===== config.mk =====
export PLATFORM = sky130hd
export DESIGN_NAME = spi_master
export DESIGN_NICKNAME = d
export VERILOG_FILES = /design/src/rtl/spi_pkg.sv /design/src/rtl/spi_half_tick.sv /design/src/rtl/spi_master.sv
export SDC_FILE = /design/constraint.sdc
export NUM_CORES = 1
export LEC_CHECK = 0
export BUFFER_PORTS_ARGS = -buffer_cell sky130_fd_sc_hd__buf_2
export CORE_AREA = 3 3 66 80
export DETAILED_ROUTE_END_ITERATION = 8
export DIE_AREA = 0 0 69 83
export PLACE_DENSITY_LB_ADDON = 0.15
export SLEW_MARGIN = 20
export SYNTH_ARGS = -nofsm -noshare
export SYNTH_HDL_FRONTEND = slang
export SYNTH_SLANG_ARGS = --single-unit

===== constraint.sdc =====
create_clock -name clk -period 1.5 [get_ports clk]
set_input_delay 0.225 -clock clk [delete_from_list [all_inputs] [get_ports clk]]
set_output_delay 0.225 -clock clk [all_outputs]
set_load 0.005 [all_outputs]

===== src/rtl/spi_pkg.sv =====
// Shared types and idle levels for the frame-level SPI master.
package spi_pkg;

  typedef enum logic [2:0] {
    IDLE     = 3'd0,
    PRE_HI   = 3'd1,
    PRE_LO   = 3'd2,
    SHIFT_LO = 3'd3,
    SHIFT_HI = 3'd4,
    LATCH    = 3'd5
  } spi_state_e;

  localparam logic SCLK_IDLE = 1'b0;
  localparam logic LOAD_IDLE = 1'b1;

endpackage


===== src/rtl/spi_half_tick.sv =====
// Half-period timer: one-cycle tick after HALF_DIV cycles, restartable at phase changes.
module spi_half_tick #(
  parameter int unsigned HALF_DIV = 4
) (
  input  logic clk,
  input  logic rst,
  input  logic restart,
  output logic tick_c
);

  localparam int unsigned CNT_W = (HALF_DIV > 1) ? $clog2(HALF_DIV) : 1;
  localparam logic [CNT_W-1:0] CNT_MAX = CNT_W'(HALF_DIV - 1);

  logic [CNT_W-1:0] cnt_q;
  logic [CNT_W-1:0] cnt_d;

  assign tick_c = (cnt_q == CNT_MAX);

  always_comb begin
    cnt_d = cnt_q + CNT_W'(1);
    if (restart || tick_c) cnt_d = '0;
  end

  always_ff @(posedge clk) begin
    if (rst) cnt_q <= '0;
    else     cnt_q <= cnt_d;
  end

endmodule


===== src/rtl/spi_master.sv =====
// SPI frame master: preload pulse, WIDTH MSB-first data pulses, then a load edge to latch the slave.
module spi_master
  import spi_pkg::*;
#(
  parameter int unsigned WIDTH    = 13,
  parameter int unsigned HALF_DIV = 4
) (
  input  logic             clk,
  input  logic             rst,
  input  logic             start,
  input  logic [WIDTH-1:0] tx_data,
  output logic             busy,
  output logic             done,
  output logic [WIDTH-1:0] rx_data,
  output logic             sclk,
  output logic             mosi,
  output logic             load,
  input  logic             miso
);

  localparam int unsigned BIT_W = $clog2(WIDTH);
  localparam logic [BIT_W-1:0] LAST_BIT = BIT_W'(WIDTH - 1);

  spi_state_e       state_q, state_d;
  logic [WIDTH-1:0] tx_sr_q, tx_sr_d;
  logic [WIDTH-1:0] rx_sr_q, rx_sr_d;
  logic [WIDTH-1:0] rx_data_q, rx_data_d;
  logic [BIT_W-1:0] bit_cnt_q, bit_cnt_d;
  logic             sclk_q, sclk_d;
  logic             load_q, load_d;
  logic             mosi_q, mosi_d;
  logic             busy_q, busy_d;
  logic             done_q, done_d;
  logic             tick_c;
  logic             restart_c;

  assign restart_c = (state_q == IDLE) || (state_d != state_q);

  spi_half_tick #(.HALF_DIV(HALF_DIV)) u_half_tick (
    .clk     (clk),
    .rst     (rst),
    .restart (restart_c),
    .tick_c  (tick_c)
  );

  always_ff @(posedge clk) begin
    if (rst) state_q <= IDLE;
    else     state_q <= state_d;
  end

  always_comb begin
    state_d = state_q;
    case (state_q)
      IDLE:     if (start)  state_d = PRE_HI;
      PRE_HI:   if (tick_c) state_d = PRE_LO;
      PRE_LO:   if (tick_c) state_d = SHIFT_LO;
      SHIFT_LO: if (tick_c) state_d = SHIFT_HI;
      SHIFT_HI: if (tick_c) state_d = (bit_cnt_q == LAST_BIT) ? LATCH : SHIFT_LO;
      LATCH:    if (tick_c) state_d = IDLE;
      default:  state_d = IDLE;
    endcase
  end

  // Pin levels follow the upcoming state; mosi only moves one cycle into a low phase.
  always_comb begin
    tx_sr_d   = tx_sr_q;
    rx_sr_d   = rx_sr_q;
    rx_data_d = rx_data_q;
    bit_cnt_d = bit_cnt_q;
    mosi_d    = mosi_q;
    sclk_d    = (state_d == PRE_HI || state_d == SHIFT_HI) ? ~SCLK_IDLE : SCLK_IDLE;
    load_d    = (state_d == IDLE || state_d == PRE_HI || state_d == PRE_LO) ? LOAD_IDLE : ~LOAD_IDLE;
    busy_d    = (state_d != IDLE);
    done_d    = (state_q == LATCH) && (state_d == IDLE);

    if (state_q == IDLE && state_d == PRE_HI) begin
      tx_sr_d   = tx_data;
      rx_sr_d   = '0;
      bit_cnt_d = '0;
      mosi_d    = 1'b0;
    end
    if (state_q == SHIFT_LO) begin
      mosi_d = tx_sr_q[WIDTH-1];
      if (state_d == SHIFT_HI) rx_sr_d = {rx_sr_q[WIDTH-2:0], miso};
    end
    if (state_q == SHIFT_HI && state_d != SHIFT_HI) begin
      tx_sr_d   = tx_sr_q << 1;
      bit_cnt_d = bit_cnt_q + BIT_W'(1);
    end
    if (state_q == LATCH) mosi_d = 1'b0;
    if (done_d) rx_data_d = rx_sr_q;
  end

  always_ff @(posedge clk) begin
    if (rst) begin
      tx_sr_q   <= '0;
      rx_sr_q   <= '0;
      rx_data_q <= '0;
      bit_cnt_q <= '0;
      sclk_q    <= SCLK_IDLE;
      load_q    <= LOAD_IDLE;
      mosi_q    <= 1'b0;
      busy_q    <= 1'b0;
      done_q    <= 1'b0;
    end else begin
      tx_sr_q   <= tx_sr_d;
      rx_sr_q   <= rx_sr_d;
      rx_data_q <= rx_data_d;
      bit_cnt_q <= bit_cnt_d;
      sclk_q    <= sclk_d;
      load_q    <= load_d;
      mosi_q    <= mosi_d;
      busy_q    <= busy_d;
      done_q    <= done_d;
    end
  end

  assign busy    = busy_q;
  assign done    = done_q;
  assign rx_data = rx_data_q;
  assign sclk    = sclk_q;
  assign load    = load_q;
  assign mosi    = mosi_q;

endmodule

==> results of run 1 <==
-- through the flow --
| stage | util | hold slack [ns] | TNS [ns] | area [um^2] | power (W) |
|---|---|---|---|---|---|
| 2_1_floorplan | - | 0.315 | -0.0230 | 2290 | 0.00161 |
| 3_3_place_gp | 0.587 | 0.410 | -0.0221 | 2700 | 0.00168 |
| 3_5_place_dp | 0.587 | 0.413 | -0.224 | 2700 | 0.00169 |
| 4_1_cts | 0.611 | 0.159 | -0.00226 | 2810 | 0.00252 |
| 5_1_grt | 0.661 | 0.174 | -0.566 | 3040 | 0.00263 |
| 6_report | 0.661 | 0.169 | 0 | 3040 | 0.00253 |
-- how the worst max path moves through the flow --
stage	cells past startpoint	slack, ns	end
2_1_floorplan	7	-0.02	tx_sr_q[11]$_SDFFE_PP0P_
3_3_place_gp	7	-0.008	rx_sr_q[3]$_SDFF_PP0_
3_5_place_dp	7	-0.02	rx_sr_q[8]$_SDFF_PP0_
4_1_cts	4	-0.002	tx_sr_q[1]$_SDFFE_PP0P_
5_1_grt	6	-0.06	tx_sr_q[2]$_SDFFE_PP0P_
6_report	6	0.01	tx_sr_q[7]$_SDFFE_PP0P_
-- layout make-up --
| class | count | area (um^2) | area share |
|---|---|---|---|
| multi-input combinational | 184 | 1260 | 0.416 |
| sequential | 53 | 1070 | 0.354 |
| timing repair buffer | 72 | 507 | 0.167 |
| tap | 58 | 72.6 | 0.0239 |
| clock buffer | 5 | 68.8 | 0.0226 |
| inverter | 6 | 26.3 | 0.00865 |
| clock inverter | 3 | 25.0 | 0.00823 |
-- layout by cell type, fill, tap and decap left out, types with 4 or more instances in the layout --
cell type / n
nor2b_1: 4
nand2b_1: 5
buf_6: 5
nor2_1: 40
dfxtp_1: 46
buf_4: 30
dfxtp_2: 5
a311oi_1: 5
o21ai_0: 4
a21oi_1: 19
nor2_2: 5
nand2_1: 41
a22oi_2: 12
clkbuf_8: 5
buf_2: 34
o221a_4: 5
inv_1: 4
nand3_1: 6
-- layer usage --
layer,up-vias,share of wire
li1,1024,-
met4,0,0.017
met3,7,0.035
met5,-,0
met2,37,0.51
met1,979,0.43
-- sequential cells by signal, summed over array words and instances, names as in the netlist --
register and count:
rx_data 13, rx_sr_q 13, state_q 3, tx_sr_q 13, load 1, u_half_tick.cnt_q 2, busy 1, sclk 1
mosi 1, done 1, bit_cnt_q 4
-- what timing repair did --
item                                    CTS  global route
buffers inserted                          1             3
pin swaps                                 3             7
gates resized for setup                   3            50
endpoints found under the setup margin   21            50
-- cells by family (layout without fill, tap and decap cells) --
family / after synthesis / count (layout)
simple gates: 115 / 115
compound gates: 61 / 61
flops: 53 / 53
buf+inv: 26 / 86
fa+ha+maj: 4 / 4
mux: 3 / 3
xor+xnor: 1 / 1
-- worst register-to-register path, cell delays in order, from the launching register on --
cell,delay [ns]
dfxtp_4,0.37
ha_4,0.18
nand4b_1,0.22
o2111ai_4,0.15
buf_6,0.17
nand2_8,0.07
o221a_2,0.24
-- where the power goes --
group | internal, W | switching [W]
combinational | 0.000115 | 0.000120
sequential | 0.00144 | 0.0000246
clock | 0.000338 | 0.000497
==> results.sh, run 1 <==
export IMPL_critical_path_required_ns=1.71
export IMPL_fin_crit_sh=0.992
export IMPL_synth_top_family_by_area="simple AND/OR/NAND/NOR gates"
export IMPL_yosysTopAreaCell="dfxtp_1"
export IMPL_worst_slew_pin_slew_ns=0.481
export IMPL_drtIter0Drc=80
export IMPL_clkSinkCount=53
export IMPL_postSynthAreaPerCell_um2=8.61
export IMPL_rows=27
export IMPL_r2r_start="u_half_tick.cnt_q[0]$_SDFF_PP0_"
export IMPL_htreeDepth=2
export IMPL_synth_area_um2=2260
export IMPL_synth_warnings=0
export IMPL_synthXorXnorAreaFrac=0.00387
export IMPL_power_per_cell_area_nw_per_um2=833
export IMPL_wirelength_um=5140
export IMPL_initial_core_util=0.493
export IMPL_synth_cell_types=42
export IMPL_synthFlopType="dfxtp_1"
export IMPL_startpoint="u_half_tick.cnt_q[0]$_SDFF_PP0_"
export IMPL_floorplan_die_width_um=69
export IMPL_drc=0
export IMPL_holdBufCountCts=0
export IMPL_ff2ff_path_depth=6
export IMPL_path_clk_slew_ns=0.10
export IMPL_synth_common_cells="dfxtp_1, nor2_1, nand2_1"
export IMPL_grt_ovfl_total=0
export IMPL_clock_latency_ns=0.31
export IMPL_muxShareOfSynthArea=0.0138
export IMPL_use_met2=0.284
export IMPL_root_buffer="clkbuf_8"
export IMPL_hold_violations=0
export IMPL_yosysMostFrequentCell="dfxtp_1"
export IMPL_routedWlPerCell_um=13.5
export IMPL_nNetsFinal=343
export IMPL_routabilityCongestion=0.804
export IMPL_synthTopCellsByArea="dfxtp_1, nor2_1, nand2_1"
export IMPL_status="finished clean"
export IMPL_skew_ns=0.00913
export IMPL_antenna_found_initial=0
export IMPL_hpwl_um=3460
export IMPL_synth_seq_cells=53
export IMPL_syn_to_final_growth_pct=34.3
export IMPL_cts_made_buffers=5
export IMPL_layout_setup_ws_ns=0.0118
export IMPL_synth_edf_count=0
export IMPL_dr_total_vias=2047
export IMPL_coreArea_um2=4590
export IMPL_hold_class="input pin to flop"
export IMPL_portBuffers=34
export IMPL_cts_tree="built"
export IMPL_endpoint_kind="flop"
export IMPL_drt_first_pass_iters=4
export IMPL_vias_per_cell=5.37
export IMPL_diodes=0
export IMPL_grt_pass1_wl_um=8280
export IMPL_p_leak_nw=1.20
export IMPL_pre_cts_ws_ns=-0.0217
export IMPL_setup_viol=0
export IMPL_slew_headroom=0.679
export IMPL_cp_top_family="compound AO/OA/AOI/OAI gates"
export IMPL_synth_seq_area_share=0.469
export IMPL_synthAdderAreaFrac=0.0221
export IMPL_cp_max_fo=6
export IMPL_drv_cap=0
export IMPL_cpPeakStageDelay_ns=0.37
export IMPL_first_global_vias=1843
export IMPL_min_period_ns=1.49
export IMPL_drv_slew=0
export IMPL_path_buf_inv=1
export IMPL_whs_endpoint="rx_sr_q[0]$_SDFF_PP0_"
export IMPL_crit_arrival_ns=1.69
export IMPL_irDropWorstVdd_uv=672
export IMPL_synthSimpleGateAreaFrac=0.234
export IMPL_slowest_stage="dfxtp_4"
export IMPL_cp_cell_sequence="ha_4, nand4b_1, o2111ai_4, buf_6, nand2_8, o221a_2"
export IMPL_path_class="flop to flop"
export IMPL_synthCells=263
export IMPL_clk_path_buf_depth=2
export IMPL_grt_met1_usage=0.220
export IMPL_drive_gt1_frac=0.399
export IMPL_synth_top_area_frac=0.469
export IMPL_fillers=406
export IMPL_drtAntennaViolNets=0
export IMPL_stdcell_count=381
export IMPL_grt_max_degree=25
export IMPL_dieArea_um2=5730
export IMPL_die_y_um=83
export IMPL_grt_use_total=0.173
export IMPL_globalRouteMet3Util=0.0412
export IMPL_worstSetupStartpointType="flop"
export IMPL_hp_start="miso"
export IMPL_rsz0062_at_grt="yes"
export IMPL_synth_compound_area_frac=0.198
export IMPL_rrSetupSlack_ns=0.01
export IMPL_r2r_end="tx_sr_q[7]$_SDFFE_PP0P_"
export IMPL_top_usage_layer="met2"
export IMPL_placed_cells=369
export IMPL_max_freq_mhz=672
export IMPL_hold_depth=3
export IMPL_synthArstFlopShare=0
export IMPL_syn_nets=284
export IMPL_ios=35
(Power assumes the default switching activity.)
==> run 2, diff against run 1 <==
--- a/config.mk
+++ b/config.mk
@@ -6,11 +6,12 @@
 export NUM_CORES = 1
 export LEC_CHECK = 0
 export BUFFER_PORTS_ARGS = -buffer_cell sky130_fd_sc_hd__buf_2
-export CORE_AREA = 3 3 66 80
+export CORE_AREA = 5 5 76 91
 export DETAILED_ROUTE_END_ITERATION = 8
-export DIE_AREA = 0 0 69 83
+export DIE_AREA = 0 0 81 96
 export PLACE_DENSITY_LB_ADDON = 0.15
 export SLEW_MARGIN = 20
 export SYNTH_ARGS = -nofsm -noshare
 export SYNTH_HDL_FRONTEND = slang
+export SYNTH_HIERARCHICAL = 1
 export SYNTH_SLANG_ARGS = --single-unit
==> run 2 against run 1 <==
Effect of this change:
- clock skew is 0.0013 ns lower
- utilization is 20 points lower
- clock power is 0.7% higher
- via count is 5.6% lower
- sequential share of layout area is 3.3 points higher
- die area is 36% higher
- clock-buffer cell count stayed put
- critical endpoint unchanged
- largest cell class unchanged
- largest power group unchanged
==> results.sh, run 2 <==
export IMPL_portBuffers=34
export IMPL_critical_path_required_ns=1.68
export IMPL_nNetsFinal=327
export IMPL_crit_arrival_ns=1.65
export IMPL_fillers=613
export IMPL_cp_cell_sequence="or4b_4, o22ai_1, nor3_1"
export IMPL_synthFlopType="dfxtp_1"
export IMPL_wirelength_um=4750
export IMPL_power_w=0.00249
export IMPL_root_buffer="clkbuf_8"
export IMPL_worst_slew_pin_slew_ns=0.540
export IMPL_path_clk_slew_ns=0.11
export IMPL_yosysTopAreaCell="dfxtp_1"
export IMPL_hold_class="input pin to flop"
export IMPL_skew_ns=0.00780
export IMPL_hpwl_um=3220
export IMPL_switching_share=0.250
export IMPL_max_freq_mhz=680
export IMPL_slew_headroom=0.640
export IMPL_netSwitchingPower_w=0.000623
export IMPL_seq_power_share=0.584
export IMPL_multiInputGateArea_um2=1080
export IMPL_cp_max_fo=28
export IMPL_synth_edf_count=0
export IMPL_vias_per_cell=4.95
export IMPL_synth_seq_cells=53
export IMPL_synth_warnings=6
export IMPL_rows=31
export IMPL_holdBufCountCts=0
export IMPL_slowest_stage="or4b_4"
export IMPL_ios=35
export IMPL_regArea_um2=1060
export IMPL_grt_ovfl_total=0
export IMPL_antenna_found_initial=0
export IMPL_drc=0
export IMPL_intPower_w=0.00187
export IMPL_synth_seq_area_share=0.463
export IMPL_die_y_um=96
export IMPL_cts_made_buffers=5
export IMPL_placed_cells=379
export IMPL_drt_first_pass_iters=4
export IMPL_rrSetupSlack_ns=0.03
export IMPL_mostFrequentLayoutCell="nand2_1"
export IMPL_worstSetupStartpointType="flop"
export IMPL_synth_common_cells="nand2_1, dfxtp_1, a21oi_1"
export IMPL_r2r_end="tx_sr_q[7]$_SDFFE_PP0P_"
export IMPL_irDropWorstVdd_uv=469
export IMPL_cts_tree="built"
export IMPL_endpoint_kind="flop"
export IMPL_drtAntennaViolNets=0
export IMPL_clock_latency_ns=0.31
export IMPL_floorplan_die_width_um=81
export IMPL_synth_area_um2=2290
export IMPL_power_frac_comb=0.079
export IMPL_clk_path_buf_depth=2
export IMPL_p_leak_nw=1.04
export IMPL_first_global_vias=1782
export IMPL_clock_power_share=0.337
export IMPL_routedWlPerCell_um=12.2
export IMPL_synthArstFlopShare=0
export IMPL_routabilityCongestion=0.761
export IMPL_setup_viol=0
export IMPL_drv_slew=0
export IMPL_whs_endpoint="rx_sr_q[0]$_SDFF_PP0_"
export IMPL_final_cell_mix="nand2_1, dfxtp_1, buf_2"
export IMPL_coreArea_um2=5970
export IMPL_cpPeakStageDelay_ns=0.72
export IMPL_synthCells=271
export IMPL_postSynthAreaPerCell_um2=8.46
export IMPL_drv_cap=0
export IMPL_r2r_start="state_q[0]$_SDFF_PP0_"
export IMPL_initial_core_util=0.384
export IMPL_grt_pass1_wl_um=8120
export IMPL_status="finished clean"
export IMPL_diodes=0
export IMPL_stdcell_count=390
export IMPL_drtIter0Drc=93
export IMPL_synthTopCellsByArea="dfxtp_1, nand2_1, a21oi_1"
export IMPL_htreeDepth=2
export IMPL_dieArea_um2=7780
export IMPL_syn_to_final_growth_pct=19.9
export IMPL_synth_cell_types=43
export IMPL_hold_depth=3
export IMPL_rsz0062_at_grt="yes"
export IMPL_fin_crit_sh=0.980
export IMPL_synth_top_area_frac=0.463
export IMPL_syn_nets=291
export IMPL_grt_use_total=0.132
export IMPL_hp_start="miso"
export IMPL_ff2ff_path_depth=3
export IMPL_tns_ns=0
export IMPL_drive_gt1_frac=0.260
export IMPL_dr_total_vias=1932
export IMPL_clkSinkCount=53
export IMPL_path_class="flop to flop"
export IMPL_yosysMostFrequentCell="nand2_1"
export IMPL_min_period_ns=1.47
export IMPL_hold_violations=0
export IMPL_holdWs_ns=0.139
export IMPL_power_per_cell_area_nw_per_um2=907
export IMPL_grt_max_degree=29
-- run 2: power groups by stage --
stage          combinational, W  sequential (W)  clock (W)
2_1_floorplan          0.000128         0.00149          0
3_3_place_gp           0.000186         0.00149          0
3_5_place_dp           0.000187         0.00149          0
4_1_cts                0.000188         0.00146   0.000887
5_1_grt                0.000221         0.00146   0.000935
6_report               0.000196         0.00146   0.000841
-- run 2: cell type report --
cell class	count	share of cell area
clock buffers	5	0.0250
clock inverters	3	0.00910
inverters	6	0.00819
multi-input cells	185	0.392
flip-flops and latches	53	0.387
well taps	82	0.0373
repair buffers	56	0.142
-- run 2: how the worst max path moves through the flow --
stage | from | to | cells past startpoint | slack, ns
after floorplan | state_q[2]$_SDFF_PP0_ | tx_sr_q[10]$_SDFFE_PP0P_ | 6 | 0.004
after global placement | state_q[0]$_SDFF_PP0_ | state_q[0]$_SDFF_PP0_ | 4 | 0.02
after detailed placement | state_q[0]$_SDFF_PP0_ | state_q[0]$_SDFF_PP0_ | 4 | -0.009
after CTS | state_q[0]$_SDFF_PP0_ | tx_sr_q[3]$_SDFFE_PP0P_ | 5 | 0.005
after global routing | state_q[0]$_SDFF_PP0_ | tx_sr_q[3]$_SDFFE_PP0P_ | 5 | -0.07
final | state_q[0]$_SDFF_PP0_ | tx_sr_q[7]$_SDFFE_PP0P_ | 3 | 0.03
-- run 2: repair_timing --
action | 4_1_cts | 5_1_grt
setup endpoints to repair | 1 | 21
gates resized for setup | 1 | 6
pin swaps | 0 | 3
buffers inserted | 0 | 3
-- run 2: cell families (layout without fill, tap and decap cells) --
family          after synthesis  after routing  share of synthesized area
simple gates                118            118                      0.258
compound gates               63             63                      0.180
fa+ha+maj                     3              3                     0.0164
buf+inv                      33             70                     0.0791
flops                        53             53                      0.463
mux                           1              1                    0.00436
-- run 2: per-layer routing --
layer	GRT usage	up-vias	part of all wire
met5	0	-	0
met2	0.229	35	0.48
met4	0.0465	0	0.013
met3	0.0328	5	0.050
met1	0.157	876	0.46
li1	-	1016	-
-- run 2: critical path, delay by kind of cell, from the launching register on --
kind	cells	cell delay, ns
flip-flops	1	0.35
AO/OA/AOI/OAI	1	0.19
AND/OR/NAND/NOR	2	0.79
-- run 2: per-stage QoR --
step | instance area [um^2] | worst slack (ns) | utilization
after floorplan | 2310 | 0.00439 | -
after global placement | 2600 | 0.0158 | 0.436
after detailed placement | 2600 | -0.00906 | 0.436
after CTS | 2700 | 0.00461 | 0.452
after global routing | 2750 | -0.0651 | 0.460
final | 2750 | 0.0303 | 0.460
==> run 3, diff against run 2 <==
--- a/config.mk
+++ b/config.mk
@@ -9,7 +9,6 @@
 export CORE_AREA = 5 5 76 91
 export DETAILED_ROUTE_END_ITERATION = 8
 export DIE_AREA = 0 0 81 96
-export PLACE_DENSITY_LB_ADDON = 0.15
 export SLEW_MARGIN = 20
 export SYNTH_ARGS = -nofsm -noshare
 export SYNTH_HDL_FRONTEND = slang
==> run 3 against run 2 <==
Effect of this change:
- non-clock buffer count is 2 lower
- setup slack improved by 0.015 ns
- clock power up 18%
- wire length rose by 2.9%
- cell area increased by 0.55%
- combinational power about the same
- largest power group unchanged
==> results.sh, run 3 (same netlist as run 2, synthesis figures left out) <==
export IMPL_first_global_vias=1879
export IMPL_root_buffer="clkbuf_8"
export IMPL_antenna_found_initial=0
export IMPL_switching_share=0.233
export IMPL_drtAntennaViolNets=0
export IMPL_fillers=651
export IMPL_dr_total_vias=1989
export IMPL_drv_cap=0
export IMPL_coreArea_um2=5970
export IMPL_ff2ff_path_depth=5
export IMPL_rrSetupSlack_ns=0.05
export IMPL_critical_path_required_ns=1.75
export IMPL_whs_endpoint="rx_sr_q[0]$_SDFF_PP0_"
export IMPL_drc=0
export IMPL_worst_slew_pin_slew_ns=0.525
export IMPL_vias_per_cell=5.13
export IMPL_cts_made_buffers=5
export IMPL_drtIter0Drc=64
export IMPL_p_leak_nw=1.05
export IMPL_cp_max_fo=4
export IMPL_final_util=0.463
export IMPL_routedWlPerCell_um=12.6
export IMPL_floorplan_die_width_um=81
export IMPL_setup_viol=0
export IMPL_htreeDepth=2
export IMPL_status="finished clean"
export IMPL_cp_top_family="simple AND/OR/NAND/NOR gates"
export IMPL_hold_violations=0
export IMPL_clkSinkCount=53
export IMPL_holdBufCountCts=0
export IMPL_min_period_ns=1.45
export IMPL_routabilityCongestion=0.755
export IMPL_dieArea_um2=7780
export IMPL_r2r_start="u_half_tick/cnt_q[0]$_SDFF_PP0_"
export IMPL_cts_tree="built"
export IMPL_rsz0062_at_grt="yes"
export IMPL_tns_ns=0
export IMPL_power_per_cell_area_nw_per_um2=958
export IMPL_cp_cell_sequence="ha_2, nand4bb_1, buf_4, or3_1, a21oi_1"
export IMPL_seq_power_share=0.550
export IMPL_grt_max_degree=30
export IMPL_die_y_um=96
export IMPL_rows=31
export IMPL_drv_slew=0
export IMPL_final_cell_mix="nand2_1, dfxtp_1, buf_2"
export IMPL_drt_first_pass_iters=5
export IMPL_r2r_end="bit_cnt_q[2]$_SDFFE_PP0P_"
export IMPL_clock_latency_ns=0.31
export IMPL_grt_pass1_wl_um=8340
export IMPL_crit_arrival_ns=1.70
export IMPL_syn_to_final_growth_pct=20.5
export IMPL_worstSetupStartpointType="flop"
export IMPL_power_frac_comb=0.075
export IMPL_mostFrequentLayoutCell="nand2_1"
export IMPL_path_buf_inv=1
export IMPL_slew_headroom=0.650
export IMPL_netSwitchingPower_w=0.000616
export IMPL_hold_class="input pin to flop"
export IMPL_cpPeakStageDelay_ns=0.35
export IMPL_fin_crit_sh=0.970
export IMPL_initial_core_util=0.384
export IMPL_path_clk_slew_ns=0.10
export IMPL_grt_use_total=0.136
export IMPL_nNetsFinal=325
export IMPL_ios=35
export IMPL_drive_gt1_frac=0.245
export IMPL_diodes=0
export IMPL_path_class="flop to flop"
export IMPL_max_freq_mhz=688
export IMPL_skew_ns=0.0121
export IMPL_hp_start="miso"
export IMPL_slowest_stage="dfxtp_2"
export IMPL_portBuffers=34
export IMPL_grt_ovfl_total=0
export IMPL_irDropWorstVdd_uv=549
export IMPL_hold_depth=3
export IMPL_endpoint_kind="flop"
export IMPL_clk_path_buf_depth=2
export IMPL_wirelength_um=4890
export IMPL_intPower_w=0.00203
export IMPL_hpwl_um=3310
export IMPL_clock_power_share=0.375
==> run 3: cell count changes in the layout (fill, tap and decap cells not counted), sizes merged <==
cell    change
bufinv      +1
inv         -1
buf         -2
==> run 3: how the worst max path moves through the flow <==
| stage | start | to | depth (start not counted) |
|---|---|---|---|
| 3_3_place_gp | u_half_tick/cnt_q[0]$_SDFF_PP0_ | state_q[0]$_SDFF_PP0_ | 5 |
| 2_1_floorplan | state_q[2]$_SDFF_PP0_ | tx_sr_q[10]$_SDFFE_PP0P_ | 6 |
| 4_1_cts | u_half_tick/cnt_q[0]$_SDFF_PP0_ | state_q[1]$_SDFF_PP0_ | 6 |
| 6_report | u_half_tick/cnt_q[0]$_SDFF_PP0_ | bit_cnt_q[2]$_SDFFE_PP0P_ | 5 |
| 3_5_place_dp | u_half_tick/cnt_q[0]$_SDFF_PP0_ | state_q[0]$_SDFF_PP0_ | 5 |
| 5_1_grt | state_q[1]$_SDFF_PP0_ | tx_sr_q[6]$_SDFFE_PP0P_ | 3 |
==> run 3: power groups by stage <==
stage	combinational (W)	clock (W)	sequential, W
CTS	0.000187	0.00102	0.00146
finish	0.000198	0.000994	0.00146
global route	0.000221	0.00107	0.00146
detailed placement	0.000186	0	0.00149
global placement	0.000183	0	0.00149
floorplan	0.000128	0	0.00149
==> run 3: layer usage <==
metal,global-route usage,vias to the layer above,wire length (um)
li1,-,1012,-
met1,0.153,929,2140
met2,0.250,41,2480
met3,0.0328,7,208
met4,0.0423,0,57
met5,0,-,0
==> run 3: metrics by stage <==
step / std cells / hold slack (ns) / setup slack [ns] / area [um^2] / total power (W)
after global placement: 378 / 0.391 / 0.0100 / 2580 / 0.00167
final: 388 / 0.149 / 0.0455 / 2760 / 0.00265
after floorplan: 271 / 0.291 / 0.00439 / 2310 / 0.00162
after global routing: 388 / 0.150 / -0.0360 / 2760 / 0.00275
after CTS: 386 / 0.153 / 0.00778 / 2700 / 0.00267
after detailed placement: 378 / 0.413 / -0.0256 / 2580 / 0.00167
==> run 3: cell type report <==
type                       instances  area [um^2]  share of cell area
multi-input combinational        185         1080               0.389
tap                               82          103              0.0371
timing repair buffer              54          385               0.139
inverter                           6         22.5             0.00815
sequential                        53         1060               0.384
clock buffer                       5         68.8              0.0249
clock inverter                     3         46.3              0.0167
==> run 3: worst register-to-register path, delay by kind of cell (launching register included) <==
| family | cells | cell delay, ns |
|---|---|---|
| simple gates | 2 | 0.51 |
| fa+ha+maj | 1 | 0.19 |
| compound gates | 1 | 0.13 |
| flops | 1 | 0.35 |
| buf+inv | 1 | 0.22 |
==> run 3: what timing repair did <==
item                                    4_1_cts  5_1_grt
endpoints found under the setup margin        1       18
gates resized for setup                       1        7
buffers inserted                              0        2
pin swaps                                     0        2
cloned                                        0        0
